$ cat src/rtl/cac_enc_9_seq_pkg.sv
// Shared link constants, FSM state encodings and weight widths for the 9-wire FNS CAC encoder.
// Weight/data widths come from the Fibo link macros; defaults below apply when they are not predefined.
`ifndef BLEN_09
`define BLEN_09 6
`endif
`ifndef FNSLEN_03
`define FNSLEN_03 2
`endif
`ifndef FNSLEN_04
`define FNSLEN_04 2
`endif
`ifndef FNSLEN_05
`define FNSLEN_05 3
`endif
`ifndef FNSLEN_06
`define FNSLEN_06 4
`endif
`ifndef FNSLEN_07
`define FNSLEN_07 4
`endif
`ifndef FNSLEN_08
`define FNSLEN_08 5
`endif
`ifndef FNSLEN_09
`define FNSLEN_09 6
`endif
`ifndef CACENC_NBITS_09
`define CACENC_NBITS_09 9
`endif
`ifndef CACENC_IDLE
`define CACENC_IDLE 2'd0
`endif
`ifndef CACENC_CALC
`define CACENC_CALC 2'd1
`endif
`ifndef CACENC_DONE
`define CACENC_DONE 2'd2
`endif

package cac_enc_9_seq_pkg;

  localparam int BLEN     = `BLEN_09;
  localparam int FL03     = `FNSLEN_03;
  localparam int FL04     = `FNSLEN_04;
  localparam int FL05     = `FNSLEN_05;
  localparam int FL06     = `FNSLEN_06;
  localparam int FL07     = `FNSLEN_07;
  localparam int FL08     = `FNSLEN_08;
  localparam int FL09     = `FNSLEN_09;
  localparam int NBITS_09 = `CACENC_NBITS_09;

  // One extra bit over the wider operand keeps the compare unsigned and overflow-free.
  localparam int CMPW = ((BLEN > FL09) ? BLEN : FL09) + 1;

  typedef enum logic [1:0] {
    ST_IDLE = `CACENC_IDLE,
    ST_CALC = `CACENC_CALC,
    ST_DONE = `CACENC_DONE
  } state_e;

endpackage

$ cat src/rtl/cac_enc_step.sv
// One greedy FNS step: emit a 1 and subtract the weight when the remainder covers it.
module cac_enc_step
  import cac_enc_9_seq_pkg::*;
(
  input  logic [BLEN-1:0] rem_i,
  input  logic [FL09-1:0] weight_i,
  output logic            bit_o,
  output logic [BLEN-1:0] rem_next_o
);

  logic [CMPW-1:0] rem_ext;
  logic [CMPW-1:0] w_ext;

  always_comb begin
    rem_ext = CMPW'(rem_i);
    w_ext   = CMPW'(weight_i);
    bit_o   = (rem_ext >= w_ext);
    // When the bit is set the weight fits in the remainder, so truncation is lossless.
    rem_next_o = bit_o ? (rem_i - BLEN'(weight_i)) : rem_i;
  end

endmodule

$ cat src/rtl/cac_enc_9_seq.sv
// Iterative 9-wire FNS CAC encoder: one compare-subtract step per cycle, MSB first, valid/ready both sides.
// Optional range/residual error flag (output err) is built when CACENC_RANGE_CHK_EN is defined.
module cac_enc_9_seq
  import cac_enc_9_seq_pkg::*;
#(
  parameter int NBITS = 9,
  parameter int CNTW  = 4
) (
  input  logic             clk,
  input  logic             rst,
  input  logic             in_valid,
  output logic             in_ready,
  input  logic [BLEN-1:0]  datain,
  input  logic [FL03-1:0]  FNS03,
  input  logic [FL04-1:0]  FNS04,
  input  logic [FL05-1:0]  FNS05,
  input  logic [FL06-1:0]  FNS06,
  input  logic [FL07-1:0]  FNS07,
  input  logic [FL08-1:0]  FNS08,
  input  logic [FL09-1:0]  FNS09,
  output logic             out_valid,
  input  logic             out_ready,
  output logic [NBITS-1:0] codeout
`ifdef CACENC_RANGE_CHK_EN
  ,
  output logic             err
`endif
);

  state_e            state_q, state_d;
  logic [CNTW-1:0]   k_q, k_d;
  logic [BLEN-1:0]   rem_q, rem_d;
  logic [NBITS-1:0]  code_q, code_d;
  logic              in_ready_q, in_ready_d;
  logic [FL09-1:0]   w_q   [2:NBITS-1];
  logic [FL09-1:0]   w_d   [2:NBITS-1];
  logic [FL09-1:0]   fns_ext [2:NBITS-1];
  logic [FL09-1:0]   w_sel;
  logic              step_bit;
  logic [BLEN-1:0]   step_rem;

  assign fns_ext[2] = FL09'(FNS03);
  assign fns_ext[3] = FL09'(FNS04);
  assign fns_ext[4] = FL09'(FNS05);
  assign fns_ext[5] = FL09'(FNS06);
  assign fns_ext[6] = FL09'(FNS07);
  assign fns_ext[7] = FL09'(FNS08);
  assign fns_ext[8] = FL09'(FNS09);

  // Bits 0 and 1 always weigh 1; higher bits use the weights captured at accept.
  always_comb begin
    w_sel = FL09'(1);
    for (int i = 2; i < NBITS; i++) begin
      if (k_q == CNTW'(i)) w_sel = w_q[i];
    end
  end

  cac_enc_step u_step (
    .rem_i      (rem_q),
    .weight_i   (w_sel),
    .bit_o      (step_bit),
    .rem_next_o (step_rem)
  );

`ifdef CACENC_RANGE_CHK_EN
  localparam int LW = FL09 + 1;
  logic          err_q, err_d;
  logic [LW-1:0] lim;
  logic          over_lim;

  // Largest legal value is FNS09 + FNS08 - 1.
  assign lim      = LW'(FNS09) + LW'(FNS08) - LW'(1);
  assign over_lim = (LW'(datain) > lim);
  assign err      = err_q;
`endif

  always_comb begin
    state_d = state_q;
    k_d     = k_q;
    rem_d   = rem_q;
    code_d  = code_q;
    w_d     = w_q;
`ifdef CACENC_RANGE_CHK_EN
    err_d   = err_q;
`endif
    case (state_q)
      ST_IDLE: begin
        if (in_valid && in_ready_q) begin
          rem_d   = datain;
          w_d     = fns_ext;
          code_d  = '0;
          k_d     = CNTW'(NBITS - 1);
          state_d = ST_CALC;
`ifdef CACENC_RANGE_CHK_EN
          err_d   = over_lim;
`endif
        end
      end
      ST_CALC: begin
        code_d[k_q] = step_bit;
        rem_d       = step_rem;
        if (k_q == '0) begin
          state_d = ST_DONE;
`ifdef CACENC_RANGE_CHK_EN
          if (step_rem != '0) err_d = 1'b1;
`endif
        end else begin
          k_d = k_q - 1'b1;
        end
      end
      ST_DONE: begin
        if (out_ready) state_d = ST_IDLE;
      end
      default: state_d = ST_IDLE;
    endcase
    // Registered so in_ready stays low through reset and rises one cycle after release.
    in_ready_d = (state_d == ST_IDLE);
  end

  always_ff @(posedge clk or posedge rst) begin
    if (rst) begin
      state_q    <= ST_IDLE;
      k_q        <= '0;
      rem_q      <= '0;
      code_q     <= '0;
      in_ready_q <= 1'b0;
      for (int i = 2; i < NBITS; i++) w_q[i] <= '0;
`ifdef CACENC_RANGE_CHK_EN
      err_q      <= 1'b0;
`endif
    end else begin
      state_q    <= state_d;
      k_q        <= k_d;
      rem_q      <= rem_d;
      code_q     <= code_d;
      in_ready_q <= in_ready_d;
      w_q        <= w_d;
`ifdef CACENC_RANGE_CHK_EN
      err_q      <= err_d;
`endif
    end
  end

  assign in_ready  = in_ready_q;
  assign out_valid = (state_q == ST_DONE);
  assign codeout   = code_q;

endmodule

$ cat config.mk
export PLATFORM = sky130hd
export DESIGN_NAME = cac_enc_9_seq
export DESIGN_NICKNAME = d
export VERILOG_FILES = /design/src/rtl/cac_enc_9_seq_pkg.sv /design/src/rtl/cac_enc_step.sv /design/src/rtl/cac_enc_9_seq.sv
export SDC_FILE = /design/constraint.sdc
export NUM_CORES = 1
export LEC_CHECK = 0
export ABC_CLOCK_PERIOD_IN_PS = 3550
export CAP_MARGIN = 20
export CORE_MARGIN = 4
export CORE_UTILIZATION = 52
export CTS_CLUSTER_SIZE = 14
export DETAILED_ROUTE_END_ITERATION = 10
export GPL_ROUTABILITY_DRIVEN = 0
export PLACE_DENSITY = 0.9
export SYNTH_ARGS = -nofsm -noshare
export SYNTH_HDL_FRONTEND = slang
export SYNTH_SLANG_ARGS = --single-unit
$ cat constraint.sdc
create_clock -name clk -period 3.55 [get_ports clk]
set_input_delay 0.355 -clock clk [delete_from_list [all_inputs] [get_ports clk]]
set_output_delay 0.355 -clock clk [all_outputs]
set_load 0.005 [all_outputs]
==> impl_table.tex <==
\begin{tabular}{lr}
\hline
Metric & Value \\
\hline
\multicolumn{2}{l}{\textbf{Floorplanning}} \\
\quad Y dimension of the die & 77.8 um \\
\quad Area enclosed by the die boundary & 6050 um2 \\
\quad Placeable core region & 4720 um2 \\
\quad Placement Rows & 25 \\
\quad Die W & 77.8 um \\
\quad I/O pins & 47 \\
\quad Starting density of the core & 0.536 \\
\multicolumn{2}{l}{\textbf{STA}} \\
\quad Slew HR & 0.491 \\
\quad Achievable clock frequency & 0.291 GHz \\
\quad Final critical-path setup slack & 0.112 ns \\
\quad Final-layout worst hold slack & 0.402 ns \\
\quad \# setup viols final & 0 \\
\quad Worst clock skew & 0.00524 ns \\
\quad Max Transition Viols Final & 0 \\
\quad Shortest clock period the worst path allows after layout & 3.44 ns \\
\quad Final hold vios & 0 \\
\quad Final cycle utilization of the critical path & 0.968 \\
\quad Worst-Margin Slew & 0.759 ns \\
\multicolumn{2}{l}{\textbf{Logic synthesis}} \\
\quad Largest cells by area after synthesis & dfrtp\_1, mux2\_2, ha\_1 \\
\quad Mean instance size in the synthesized netlist & 10.3 um2 \\
\quad Register bit count reported by yosys & 48 \\
\quad Cell type contributing the most total cell area after synthesis & dfrtp\_1 \\
\quad Fraction of the mapped netlist area in adder cells & 0.0623 \\
\quad Most used standard cell by instance count after synthesis & dfrtp\_1 \\
\quad Simple-gate portion of the synthesized area & 0.135 \\
\quad Cell Area, Synth & 2530 um2 \\
\quad Distinct cell type count after synthesis & 46 \\
\quad Synth top area share & 0.474 \\
\quad Number of nets produced by synthesis & 295 \\
\quad Synthesized-area fraction occupied by xor and xnor cells & 0.00346 \\
\quad Synth Instances & 247 \\
\quad Portion of netlist area occupied by mux cells & 0.102 \\
\quad Most common flop cell mapped by yosys & dfrtp\_1 \\
\quad Sequential share of the synthesized area & 0.474 \\
\quad Post-synth ARST share & 1.00 \\
\quad Ys Warns & 0 \\
\quad Most frequent cells after synthesis & dfrtp\_1, nand2\_1, mux2\_2 \\
\quad Largest family of logic cells by synthesized area & compound AO/OA/AOI/OAI gates \\
\quad EDFF count, synth & 0 \\
\quad Complex-gate fraction of the synthesized area & 0.180 \\
\multicolumn{2}{l}{\textbf{Final layout}} \\
\quad Area taken by multi-input logic gates & 1290 um2 \\
\quad Fraction of final layout cells with drive strength greater than 1 & 0.185 \\
\quad Reg area & 1200 um2 \\
\quad Fill cell count & 353 \\
\quad Post-layout nets & 344 \\
\quad Antenna Diode Count & 0 \\
\quad Layout overhead on the synthesized area & 27.6\% \\
\multicolumn{2}{l}{\textbf{Critical path}} \\
\quad Number of logic stages on the critical path including buffering & 14 \\
\quad Depth of the worst register-to-register path & 14 \\
\quad Critical R2R Launch & k\_q[0] \\
\quad Startpoint type of the worst setup path & flop \\
\quad Highest fanout seen on the critical path & 9 \\
\quad Kind of cell adding the most delay to the critical path & compound AO/OA/AOI/OAI gates \\
\quad Flop2flop setup slack & 0.11 ns \\
\quad Number of buffer and inverter stages on the critical path & 1 \\
\quad Data required, critical path & 3.76 ns \\
\quad Slowest library cell on the worst path & dfrtp\_2 \\
\quad Worst setup path endpoint & codeout[1] \\
\quad Arrival time of data at the critical path endpoint & 3.65 ns \\
\quad Crit end category & flop \\
\quad Critical path origin & k\_q[0] \\
\quad Sequence of cells on the critical path & inv\_1 -> ha\_1 -> a221oi\_1 -> a211oi\_1 -> a21oi\_1 -> a211oi\_1 -> a21oi\_1 -> ha\_1 -> fa\_1 -> nor2b\_4 -> o31a\_1 -> o21ai\_2 -> and2\_2 -> a311oi\_1 \\
\quad Startpoint-to-endpoint class of the critical path & flop to flop \\
\quad Capture point of the worst reg-to-reg path & codeout[1] \\
\quad Delay of the slowest critical-path stage & 0.46 ns \\
\multicolumn{2}{l}{\textbf{Clock network}} \\
\quad Clock tree from TritonCTS & done \\
\quad Worst skew pair latency & 0.31 ns \\
\quad Clock Pin Slew Worst Setup and Hold Paths & 0.09 ns \\
\quad Master cell of the clock root buffer & clkbuf\_8 \\
\quad Clock sink total & 48 \\
\quad Clock tree buffer depth & 2 \\
\quad Hold-fix buffers at CTS & 0 \\
\quad H-tree lvl count & 2 \\
\quad TritonCTS buffer count & 5 \\
\multicolumn{2}{l}{\textbf{Global route}} \\
\quad Total Routing Usage GR & 0.203 \\
\quad Largest net degree at the start of global routing & 36 \\
\quad Antenna violations before repair & 0 \\
\quad Via count of the first global-routing pass & 2092 \\
\quad Wire length of the first global-routing pass & 9800 um \\
\quad Global route overflow & 0 \\
\multicolumn{2}{l}{\textbf{Drt}} \\
\quad Routed WL & 6110 um \\
\quad Metal1 wirelength & 2530 um \\
\quad Violation count after the first detailed-route iteration & 212 \\
\quad Number of detailed-routing iterations run before antenna repair & 4 \\
\quad Met2 wirelength from detailed routing & 3090 um \\
\quad Met3 wire len & 370 um \\
\quad Via count & 2099 \\
\quad Detailed-route DRC error count & 0 \\
\quad Vias per cell & 5.77 \\
\quad Uppermost metal layer occupied by signal nets & met4 \\
\quad Post-route ant nets & 0 \\
\quad Wire length per cell & 16.8 um \\
\multicolumn{2}{l}{\textbf{Status}} \\
\quad Result of the run & complete, no violations \\
\multicolumn{2}{l}{\textbf{Pwr}} \\
\quad Leakage & 1.35 nW \\
\quad IR Drop Worst-Case VDD & 0.000434 V \\
\quad Net Sw Frac & 0.427 \\
\quad Register share of total power & 0.332 \\
\quad Power density normalized to cell area & 961 nW/um2 \\
\quad Psw & 0.00132 W \\
\quad Post-layout power & 0.00310 W \\
\quad Combinational share of power & 0.555 \\
\quad Clk pwr share & 0.113 \\
\quad Internal power contribution & 0.00178 W \\
\multicolumn{2}{l}{\textbf{Placement}} \\
\quad Setup slack at placement & -0.0260 ns \\
\quad HPWL Detailed & 4360 um \\
\quad Number of input and output port buffers inserted & 46 \\
\multicolumn{2}{l}{\textbf{Run}} \\
\quad Max-Cap Viols & 0 \\
\multicolumn{2}{l}{\textbf{Hold path}} \\
\quad Hold Path Class & primary input to async pin \\
\hline
\end{tabular}
flip-flops by register name, summed over array words and instances, names as in the netlist:
name and count:
state_q 2, w_q 26, codeout 9, in_ready 1
k_q 4, rem_q 6
cell usage in the layout, fill, tap and decap left out, types with 3 or more instances in the layout:
cell type,n
nor2b_1,5
ha_1,10
a31oi_1,4
inv_1,10
clkbuf_8,6
dfrtp_1,47
o21ai_0,15
a311oi_2,3
a311oi_1,4
mux2_2,22
a22oi_1,4
buf_4,8
a211o_1,4
nor2_1,17
a21oi_1,17
nand2_1,29
clkdlybuf4s50_1,46
per-stage QoR:
stage / cell area, um2 / util / setup TNS, ns / std cells
6_report: 3230 / 0.684 / 0 / 364
5_1_grt: 3230 / 0.684 / -0.495 / 364
4_1_cts: 3160 / 0.669 / 0 / 361
3_5_place_dp: 3060 / 0.648 / -0.0260 / 353
3_3_place_gp: 3060 / 0.648 / 0 / 353
2_1_floorplan: 2530 / - / 0 / 247
final cells by class:
| cell class | count | area share |
|---|---|---|
| multi-input cells | 176 | 0.398 |
| clock buffers | 6 | 0.0256 |
| flip-flops and latches | 48 | 0.372 |
| repair buffers | 54 | 0.161 |
| inverters | 11 | 0.0128 |
| well taps | 67 | 0.0259 |
| clock inverters | 2 | 0.00426 |
what timing repair did:
action,4_1_cts,5_1_grt
cloned,0,1
pin swaps,0,2
buffers inserted,0,2
resized for setup,1,9
setup endpoints to repair,8,15
per-layer routing:
metal	track usage	vias to the layer above
li1	-	980
met1	0.242	1027
met2	0.350	78
met3	0.0534	14
met4	0.0730	0
met5	0	-
kinds of logic (layout without fill, tap and decap cells):
| kind of cell | Yosys count | in the layout |
|---|---|---|
| compound gates | 69 | 70 |
| xor+xnor | 1 | 1 |
| fa+ha+maj | 12 | 12 |
| buf+inv | 24 | 73 |
| flops | 48 | 48 |
| mux | 23 | 23 |
| simple gates | 70 | 70 |
how the worst min path moves through the flow:
stage | end | slack [ns]
2_1_floorplan | w_q[0] | 0.47
3_3_place_gp | codeout[0] | 0.48
3_5_place_dp | codeout[0] | 0.49
4_1_cts | w_q[3] | 0.40
5_1_grt | w_q[9] | 0.45
6_report | w_q[14] | 0.40
power by group through the flow:
| stage | Combinational (W) | Sequential, W | Clock, W |
|---|---|---|---|
| 2_1_floorplan | 0.00122 | 0.000941 | 0 |
| 3_3_place_gp | 0.00150 | 0.00101 | 0 |
| 3_5_place_dp | 0.00158 | 0.00102 | 0 |
| 4_1_cts | 0.00160 | 0.00102 | 0.000354 |
| 5_1_grt | 0.00190 | 0.00106 | 0.000379 |
| 6_report | 0.00172 | 0.00103 | 0.000350 |
No activity file was read; power rests on OpenSTA's default activity.
